## config.mk

```make
export PLATFORM = sky130hd
export DESIGN_NAME = alu_result_tx_ctrl
export DESIGN_NICKNAME = d
export VERILOG_FILES = /design/src/rtl/alu_result_tx_ctrl.sv
export SDC_FILE = /design/constraint.sdc
export NUM_CORES = 1
export LEC_CHECK = 0
export BUFFER_PORTS_ARGS = -buffer_cell sky130_fd_sc_hd__buf_2
export CAP_MARGIN = 25
export CORE_MARGIN = 4
export CORE_UTILIZATION = 48
export CTS_CLUSTER_SIZE = 10
export DETAILED_ROUTE_END_ITERATION = 10
export HOLD_SLACK_MARGIN = 0.03
export PLACE_DENSITY = 0.81
export SLEW_MARGIN = 25
export SYNTH_ARGS = -nofsm -noshare
export SYNTH_HDL_FRONTEND = slang
export SYNTH_SLANG_ARGS = --single-unit
```

## constraint.sdc

```tcl
create_clock -name CLK -period 1.5 [get_ports CLK]
set_input_delay 0.075 -clock CLK [delete_from_list [all_inputs] [get_ports CLK]]
set_output_delay 0.075 -clock CLK [all_outputs]
set_load 0.02 [all_outputs]
```

## src/rtl/alu_result_tx_ctrl.sv

```systemverilog
// alu_result_tx_ctrl: serializes each captured ALU result into bytes (LSB first) for a UART TX
// Ports:
//   CLK, RST       rising-edge clock, synchronous active-high reset
//   ALU_OUT        ALU result, qualified by the one-cycle OUT_VALID strobe
//   TX_BUSY        UART TX is serializing a byte
//   TX_P_DATA      byte presented to the UART TX, held from issue until its busy window ends
//   TX_D_VALID     one-cycle request to transmit TX_P_DATA
//   CTRL_BUSY      high while a frame is in flight or a result is pending
//   OVERFLOW       sticky: a result was dropped because active and pending were both occupied
// Define ALU_TX_CHECKSUM_EN to append an XOR-of-data-bytes checksum byte to every frame.
module alu_result_tx_ctrl #(
  parameter int WIDTH = 16
) (
  input  logic             CLK,
  input  logic             RST,
  input  logic [WIDTH-1:0] ALU_OUT,
  input  logic             OUT_VALID,
  input  logic             TX_BUSY,
  output logic [7:0]       TX_P_DATA,
  output logic             TX_D_VALID,
  output logic             CTRL_BUSY,
  output logic             OVERFLOW
);
  localparam int NB = WIDTH / 8;
`ifdef ALU_TX_CHECKSUM_EN
  localparam int FB = NB + 1;
`else
  localparam int FB = NB;
`endif
  localparam int CW = $clog2(FB + 1);
  localparam logic [CW-1:0] LAST = CW'(FB - 1);
  typedef enum logic [1:0] {IDLE, ISSUE, WAIT_ACK, WAIT_DONE} state_t;
  state_t           state;
  logic [CW-1:0]    cnt;
  logic [WIDTH-1:0] active;
  logic [WIDTH-1:0] pend;
  logic             pend_full;
  logic [7:0]       byte_sel;
`ifdef ALU_TX_CHECKSUM_EN
  logic [7:0]       csum;
`endif
  always_comb begin
    byte_sel = '0;
`ifdef ALU_TX_CHECKSUM_EN
    csum = '0;
    for (int i = 0; i < NB; i++) csum = csum ^ active[8*i +: 8];
    if (cnt == CW'(NB)) byte_sel = csum;
`endif
    for (int i = 0; i < NB; i++) if (cnt == CW'(i)) byte_sel = active[8*i +: 8];
  end
  assign CTRL_BUSY = (state != IDLE) | pend_full;
  always_ff @(posedge CLK) begin
    if (RST) begin
      state      <= IDLE;
      cnt        <= '0;
      active     <= '0;
      pend       <= '0;
      pend_full  <= 1'b0;
      TX_P_DATA  <= '0;
      TX_D_VALID <= 1'b0;
      OVERFLOW   <= 1'b0;
    end else begin
      TX_D_VALID <= 1'b0;
      // results arriving mid-frame go to the single pending slot, or are dropped if it is taken
      if (OUT_VALID && state != IDLE) begin
        if (pend_full) OVERFLOW <= 1'b1;
        else begin
          pend      <= ALU_OUT;
          pend_full <= 1'b1;
        end
      end
      case (state)
        IDLE: begin
          // the pending word is older than anything on ALU_OUT, so it starts first
          if (pend_full) begin
            active <= pend;
            state  <= ISSUE;
            if (OUT_VALID) pend <= ALU_OUT;
            else pend_full <= 1'b0;
          end else if (OUT_VALID) begin
            active <= ALU_OUT;
            state  <= ISSUE;
          end
        end
        ISSUE: begin
          if (!TX_BUSY) begin
            TX_P_DATA  <= byte_sel;
            TX_D_VALID <= 1'b1;
            state      <= WAIT_ACK;
          end
        end
        WAIT_ACK: if (TX_BUSY) state <= WAIT_DONE;
        WAIT_DONE: begin
          if (!TX_BUSY) begin
            if (cnt == LAST) begin
              cnt   <= '0;
              state <= IDLE;
            end else begin
              cnt   <= cnt + 1'b1;
              state <= ISSUE;
            end
          end
        end
        default: state <= IDLE;
      endcase
    end
  end
endmodule

```

==> results of run 1 <==
==> cells in the mapped netlist, drive strengths merged, types with 2 or more instances <==
master / instances / area (µm²)
a211oi: 16 / 155
a21oi: 2 / 10.0
a22oi: 8 / 60.1
buf: 11 / 73.8
clkbuf: 2 / 7.51
dfxtp: 47 / 941
ha: 6 / 75.1
inv: 4 / 15.0
mux2: 8 / 90.1
mux2i: 34 / 340
nand2b: 5 / 38.8
nor2: 48 / 193
o21ai: 3 / 15.0
==> worst register-to-register path, stage by stage (launching register included) <==
cell	delay, ns
dfxtp_1	0.51
buf_4	0.36
mux2i_1	0.31
a211oi_2	0.10
==> repair_timing <==
| action | in CTS | in global routing |
|---|---|---|
| setup endpoints to repair | 0 | 19 |
| hold buffers | 13 | 0 |
| hold endpoints to repair | 13 | 0 |
| gates resized for setup | 0 | 2 |
| buffers inserted | 0 | 5 |
==> metrics by stage <==
step                      setup TNS [ns]  cell area (µm²)
after global routing             -0.0356             2630
after floorplan                        0             2080
after detailed placement               0             2290
after global placement                 0             2290
final                                  0             2630
after CTS                              0             2540
==> worst min-delay path by stage <==
stage | endpoint | slack [ns]
5_1_grt | flip-flop | 0.04
2_1_floorplan | flip-flop | 0.22
3_5_place_dp | flip-flop | 0.32
3_3_place_gp | flip-flop | 0.32
6_report | flip-flop | 0.02
4_1_cts | flip-flop | 0.03
==> kinds of logic (layout without fill, tap and decap cells) <==
logic type               Yosys count  in the layout  share of synthesized area
AND/OR/NAND/NOR                   58             58                      0.132
buffers and inverters             17             70                     0.0463
XOR/XNOR                           1              1                    0.00421
flip-flops                        47             47                      0.452
AO/OA/AOI/OAI                     31             31                      0.123
adder cells (fa/ha/maj)            6              6                     0.0361
multiplexers                      42             42                      0.207
==> metal layers <==
| layer | vias up | wire [µm] |
|---|---|---|
| li1 | 807 | - |
| met5 | - | 0 |
| met1 | 744 | 1960 |
| met4 | 0 | 106 |
| met3 | 9 | 165 |
| met2 | 33 | 2110 |
==> cell type report <==
class | count | share of cell area
clock buffer | 6 | 0.0314
clock inverter | 2 | 0.0133
inverter | 4 | 0.00571
multi-input combinational | 138 | 0.402
sequential | 47 | 0.358
tap | 50 | 0.0238
timing repair buffer | 58 | 0.166
==> power groups by stage <==
| stage | combinational [µW] | sequential (µW) | clock, µW |
|---|---|---|---|
| final | 2130 | 1760 | 979 |
| after global routing | 2330 | 1800 | 1030 |
| after CTS | 1880 | 1760 | 986 |
| after detailed placement | 1820 | 1790 | 0 |
| after global placement | 1790 | 1760 | 0 |
| after floorplan | 1440 | 1780 | 0 |
==> placed cells by master, fill, tap and decap left out, types with 2 or more instances in the layout <==
master,count
buf_2,30
a211oi_1,8
buf_4,12
mux2i_1,34
ha_1,6
o21ai_1,2
a21oi_1,2
mux2_2,8
a211oi_2,8
dfxtp_1,46
nand2b_1,3
nor2_2,2
a22oi_1,8
dlygate4sd3_1,13
clkbuf_8,6
nand2b_4,2
inv_1,4
nor2_1,45
buf_12,2
==> impl_metrics.tcl, run 1 <==
set metrics [dict create \
    relSlewSlack 0.721 \
    fmax_mhz 713 \
    grt_pass1_wl_um 7030 \
    seqCellArea_um2 942 \
    setup.worst_path.start "pend_full" \
    clk_pin_slew_ns 0.09 \
    power_frac_clock 0.201 \
    path_class "flip-flop to flip-flop" \
    cp-end-kind "flip-flop" \
    insertion_delay_ns 0.31 \
    grt_pass1_vias 1530 \
    period_needed_ns 1.40 \
    p_total_uw 4870 \
    gp_congestion 0.799 \
    power.density_nw_per_um2 1850 \
    totalWireLength_um 4350 \
    vias 1593 \
    pre_cts_slack_ns 0.0235 \
    seqPwrFrac 0.362 \
    timing.critical_path.arrival_ns 1.60 \
    grt.overflow.total 0 \
    final_nets 280 \
    instances_no_fill 305 \
    cts_buffer_depth 2 \
    num_antenna_cells 0 \
    cts_buffers 5 \
    grtUsageMet3 0.0342 \
    route.detailed.drc 0 \
    r2r_cells 3 \
    fillCellCount 344 \
    dp_hpwl_um 2810 \
    dieHeight_um 73.9 \
    whs_ns 0.0234 \
    root_buffer "clkbuf_8" \
    fp.dieW_um 73.9 \
    status "finished, final reports clean" \
    synth-edff-count 0 \
    timing.final.crit_share 0.935 \
    cpMaxStageDelayCell "dfxtp_1" \
    rsz0062_at_grt "yes" \
    dieArea_um2 5460 \
    ys_warn_count 0 \
    clock_sinks 47 \
    final_layout_size_suffix_gt1_frac 0.298 \
    netlist_instances 202 \
    ys_types 29 \
    routedWlPerCell_um 14.2 \
    synth_area_um2 2080 \
    p_int_uw 3150 \
    slew_viol_final 0 \
    leakagePower_uw 0.00118 \
    start_util 0.509 \
    r2r_end "active[4]" \
    h-tree-depth 2 \
    path_buf_inv 1 \
    whs_path_depth 3 \
    setup_viol 0 \
    io_buffers 30 \
    cp_max_fo 16 \
    grt_usage 0.168 \
    worstMarginPinSlew_ns 0.419 \
    critPathCapture "active[4]" \
    seq_area_frac_synth 0.452 \
    path_cells "buf_4 -> mux2i_1 -> a211oi_2" \
    ys_ff_latch 47 \
    globalRouteMet2Util 0.261 \
    cts_tree "done" \
    gr-usage-met1 0.223 \
    fin_worst_skew_ns 0.0109 \
    multi_input_comb_area_um2 1060 \
    dp.cells 278 \
    power_frac_comb 0.437 \
    synth-main-ff-cell "dfxtp_1" \
    power.switching_uw 1720 \
    max_stage_delay_ns 0.51 \
    firstDrtPassIters 4 \
    syn_avg_cell_area_um2 10.3 \
    required_ns 1.69 \
    design.core.area_um2 4090 \
    busiest_layer "met2" \
    crit_cells 3 \
    finalHoldViolCount 0 \
    r2r-start "pend_full" \
    min_path_type "primary input to flip-flop" \
    crit_path_start_kind "flip-flop" \
    area_growth_pct 26.3 \
    reg2reg_slack_ns 0.1 \
    power.share.switching 0.353 \
    drv_cap 0 \
    io_pins 31 \
    hp-start "ALU_OUT[8]" \
    rows 23 \
    grt_antenna_before_repair 0 \
    utilization 0.644 \
    critPathTopFamily "flip-flops" \
    irDropWorstVdd_v 0.00140 \
    ys_async_sr_fraction 0 \
    dr.first_iter.drc_count 44 \
    ant_nets 0 \
    syn_nets 228 \
    vias_per_cell 5.22 \
    fin_ws_ns 0.0978 \
    grt_max_degree 33 \
]
No activity file was read; power rests on OpenSTA's default activity.
==> run 2, diff against run 1 <==
--- a/config.mk
+++ b/config.mk
@@ -12,7 +12,7 @@
 export CTS_CLUSTER_SIZE = 10
 export DETAILED_ROUTE_END_ITERATION = 10
 export HOLD_SLACK_MARGIN = 0.03
-export PLACE_DENSITY = 0.81
+export PLACE_DENSITY = 0.78
 export SLEW_MARGIN = 25
 export SYNTH_ARGS = -nofsm -noshare
 export SYNTH_HDL_FRONTEND = slang
==> constraint.sdc (replaced) <==
create_clock -name CLK -period 1.47 [get_ports CLK]
set_input_delay 0.0735 -clock CLK [delete_from_list [all_inputs] [get_ports CLK]]
set_output_delay 0.0735 -clock CLK [all_outputs]
set_load 0.02 [all_outputs]
==> impl_metrics.tcl, run 2 (synthesis gave the netlist of run 1 again) <==
set metrics [dict create \
    status "finished, final reports clean" \
    final_layout_size_suffix_gt1_frac 0.323 \
    ant_nets 0 \
    io_buffers 30 \
    finalHoldViolCount 0 \
    crit_path_start_kind "flip-flop" \
    vias_per_cell 5.19 \
    irDropWorstVdd_v 0.00130 \
    instances_no_fill 301 \
    path_class "flip-flop to flip-flop" \
    timing.final.crit_share 0.981 \
    power.density_nw_per_um2 1910 \
    totalWireLength_um 4410 \
    start_util 0.509 \
    utilization 0.652 \
    dp_hpwl_um 2760 \
    worstMarginPinSlew_ns 0.331 \
    vias 1562 \
    clock_sinks 47 \
    finalInstanceArea_um2 2660 \
    grt_max_degree 44 \
    fillCellCount 330 \
    leakagePower_uw 0.00119 \
    rows 23 \
    final_nets 276 \
    cts_buffer_depth 2 \
    routedWlPerCell_um 14.6 \
    dp.cells 277 \
    h-tree-depth 2 \
    grt.overflow.total 0 \
    cp-end-kind "flip-flop" \
    final_cell_mix "dfxtp_1 (45), nor2_1 (45), mux2i_1 (34)" \
    relSlewSlack 0.779 \
    fin_worst_skew_ns 0.00618 \
    dieHeight_um 73.9 \
    setup_viol 0 \
    grt_pass1_vias 1507 \
    firstDrtPassIters 4 \
    root_buffer "clkbuf_8" \
    r2r_cells 7 \
    grt_usage 0.162 \
    slew_viol_final 0 \
    io_pins 31 \
    grt_pass1_wl_um 6830 \
    cts_tree "done" \
    drv_cap 0 \
    fmax_mhz 693 \
    num_antenna_cells 0 \
    area_growth_pct 27.9 \
    required_ns 1.66 \
    dieArea_um2 5460 \
    design.core.area_um2 4090 \
    whs_path_depth 3 \
    cp_max_fo 3 \
    period_needed_ns 1.44 \
    clk_pin_slew_ns 0.08 \
    grt_antenna_before_repair 0 \
    fp.dieW_um 73.9 \
    reg2reg_slack_ns 0.03 \
    timing.critical_path.arrival_ns 1.63 \
    dr.first_iter.drc_count 79 \
    dpl_cell_area_um2 2300 \
    min_path_type "primary input to flip-flop" \
    route.detailed.drc 0 \
    rsz0062_at_grt "yes" \
    cts_buffers 5 \
    gp_congestion 0.776 \
    insertion_delay_ns 0.30 \
]
-- run 2: cell count changes in the layout (fill, tap and decap cells not counted), moves of 2 or more --
cell and change:
buf_4 -5, clkbuf_16 +2, dlygate4sd3_1 -2, inv_1 -2
inv_2 +2
-- run 2: worst paths after layout --
path | start | end
worst max-delay path | state[0] | flip-flop
worst min register to register | cnt[1] | cnt[1]
worst min-delay path | ALU_OUT[15] | flip-flop
worst max register to register | state[0] | flip-flop
-- run 2: per-layer routing --
metal	track usage	up-vias	share of wire
met4	0.0624	0	0.011
met5	0	-	0
li1	-	798	-
met1	0.215	729	0.48
met2	0.257	30	0.47
met3	0.0342	5	0.042
-- run 2: final cells by class --
| cell class | count | area, µm² | share of cell area |
|---|---|---|---|
| clock inverter | 2 | 35.0 | 0.0132 |
| clock buffer | 6 | 82.6 | 0.0310 |
| tap | 50 | 62.6 | 0.0235 |
| sequential | 47 | 943 | 0.354 |
| inverter | 4 | 15.0 | 0.00564 |
| timing repair buffer | 54 | 448 | 0.168 |
| multi-input combinational | 138 | 1080 | 0.404 |
-- run 2: critical path, stage by stage (launching register included) --
cell	delay, ns
dfxtp_2	0.35
inv_2	0.05
ha_1	0.21
nand2b_4	0.15
nand3_4	0.12
buf_4	0.16
mux2i_1	0.23
nor2_1	0.06
-- run 2: per-stage QoR --
stage	power (µW)	setup TNS [ns]	hold slack, ns	worst slack, ns
floorplan	3300	0	0.217	0.00892
global route	5440	-0.124	0.0460	-0.0480
CTS	4770	0	0.0305	0.0314
global placement	3630	0	0.320	0.0314
finish	5100	0	0.0327	0.0274
detailed placement	3690	-0.0392	0.329	-0.0312
-- run 2: report_power, final --
| part | total (µW) | leakage [µW] | switching (µW) | internal [µW] |
|---|---|---|---|---|
| registers | 1800 | 0.000386 | 186 | 1610 |
| logic | 2330 | 0.000741 | 1180 | 1150 |
| clock network | 970 | 0.0000612 | 420 | 550 |
| total | 5100 | 0.00119 | 1780 | 3310 |
-- run 2: repair_timing --
action | 4_1_cts | 5_1_grt
setup buffers | 2 | 0
setup endpoints to repair | 11 | 21
cloned | 0 | 3
gates resized for setup | 0 | 9
hold buffers | 11 | 0
endpoints found under the hold margin | 11 | 0
pin swaps | 1 | 2
==> run 3, diff against run 2 <==
--- a/config.mk
+++ b/config.mk
@@ -12,7 +12,7 @@
 export CTS_CLUSTER_SIZE = 10
 export DETAILED_ROUTE_END_ITERATION = 10
 export HOLD_SLACK_MARGIN = 0.03
-export PLACE_DENSITY = 0.78
+export PLACE_DENSITY = 0.81
 export SLEW_MARGIN = 25
 export SYNTH_ARGS = -nofsm -noshare
 export SYNTH_HDL_FRONTEND = slang
==> constraint.sdc (replaced) <==
create_clock -name CLK -period 1.2 [get_ports CLK]
set_input_delay 0.06 -clock CLK [delete_from_list [all_inputs] [get_ports CLK]]
set_output_delay 0.06 -clock CLK [all_outputs]
set_load 0.02 [all_outputs]
==> impl_metrics.tcl, run 3 (synthesis gave the netlist of run 1 again) <==
set metrics [dict create \
    status "complete, but fails checks" \
    violations "negative setup slack" \
    dp.cells 286 \
    fin_worst_skew_ns 0.00603 \
    grt_max_degree 23 \
    cts_tree "done" \
    required_ns 1.38 \
    min_path_type "primary input to flip-flop" \
    firstDrtPassIters 4 \
    r2r_cells 6 \
    relSlewSlack 0.828 \
    leakagePower_uw 0.00124 \
    num_antenna_cells 0 \
    whs_path_depth 2 \
    dieHeight_um 73.9 \
    route.detailed.drc 0 \
    design.core.area_um2 4090 \
    slew_viol_final 0 \
    power.density_nw_per_um2 2290 \
    totalWireLength_um 4730 \
    grt.overflow.total 0 \
    pre_cts_slack_ns -0.186 \
    dieArea_um2 5460 \
    period_needed_ns 1.34 \
    dp_hpwl_um 3020 \
    clk_pin_slew_ns 0.09 \
    vias 1621 \
    grt_usage 0.189 \
    fin_ws_ns -0.144 \
    instances_no_fill 315 \
    drv_cap 0 \
    path_class "flip-flop to flip-flop" \
    root_buffer "clkbuf_8" \
    final_nets 290 \
    clock_sinks 47 \
    rsz0062_at_grt "yes" \
    worstMarginPinSlew_ns 0.251 \
    final_layout_size_suffix_gt1_frac 0.370 \
    cts_buffer_depth 2 \
    finalHoldViolCount 0 \
    cp_max_fo 4 \
    area_growth_pct 35.0 \
    whs_ns 0.0878 \
    final_common_cell "nor2_1" \
    timing.final.crit_share 1.12 \
    ant_nets 0 \
    crit_path_start_kind "flip-flop" \
    irDropWorstVdd_v 0.00116 \
    grt_pass1_wl_um 7840 \
    fmax_mhz 744 \
    io_pins 31 \
    h-tree-depth 2 \
    cp-end-kind "flip-flop" \
    timing.critical_path.arrival_ns 1.53 \
    insertion_delay_ns 0.30 \
    dr.first_iter.drc_count 69 \
    routedWlPerCell_um 15.0 \
    vias_per_cell 5.15 \
    cts_buffers 5 \
    fp.dieW_um 73.9 \
    io_buffers 30 \
    rows 23 \
    final_cell_mix "nor2_1 (45), dfxtp_1 (44), mux2i_1 (32)" \
    grt_antenna_before_repair 0 \
    grt_pass1_vias 1654 \
    setup_viol 43 \
    gp_congestion 0.780 \
    start_util 0.509 \
]
==> run 3: worst paths after layout <==
kind,to,start,slack [ns]
min reg2reg,OVERFLOW,OVERFLOW,0.48
max,state[0],state[1],-0.14
max reg2reg,state[0],state[1],-0.14
min,TX_P_DATA[4],RST,0.09
==> run 3: where the power goes <==
group	internal, µW	switching [µW]	total [µW]	leakage [µW]
logic	1630	1550	3180	0.000803
registers	1990	273	2260	0.000387
clock network	472	520	993	0.0000484
total	4090	2350	6440	0.00124
==> run 3: critical path, cell delays in order (launching register included) <==
cell and delay, ns:
dfxtp_4 0.37, inv_6 0.08, ha_2 0.21, nor3b_2 0.06, o2bb2ai_2 0.20, mux2i_1 0.23, o21ai_1 0.08
==> run 3: layout make-up <==
type | count | area, µm²
Clock inverter | 1 | 8.76
Multi-Input combinational cell | 138 | 1140
Timing Repair Buffer | 68 | 543
Inverter | 4 | 25.0
Fill cell | 319 | 1270
Sequential cell | 47 | 950
Tap cell | 50 | 62.6
Clock buffer | 7 | 86.3
==> run 3: stage by stage <==
step | power, µW | util | instance area [µm²] | TNS, ns
finish | 6440 | 0.688 | 2810 | -2.96
global route | 6830 | 0.688 | 2810 | -5.04
CTS | 6460 | 0.687 | 2810 | -4.01
detailed placement | 4860 | 0.591 | 2420 | -4.79
global placement | 4770 | 0.591 | 2420 | -3.52
floorplan | 4240 | - | 2150 | -1.17
==> run 3: what timing repair did <==
| action | 4_1_cts | 5_1_grt |
|---|---|---|
| setup endpoints to repair | 43 | 43 |
| endpoints found under the hold margin | 16 | 0 |
| resized for setup | 12 | 9 |
| hold buffers | 16 | 0 |
| setup buffers | 5 | 0 |
| gates cloned | 1 | 0 |
| pin swaps | 2 | 2 |
==> run 3: metal layers <==
metal,vias up,wire length (µm),global-route usage,part of all wire
li1,819,-,-,-
met1,768,2110,0.233,0.44
met2,30,2390,0.323,0.50
met3,4,195,0.0438,0.041
met4,0,44,0.0644,0.0093
met5,-,0,0,0
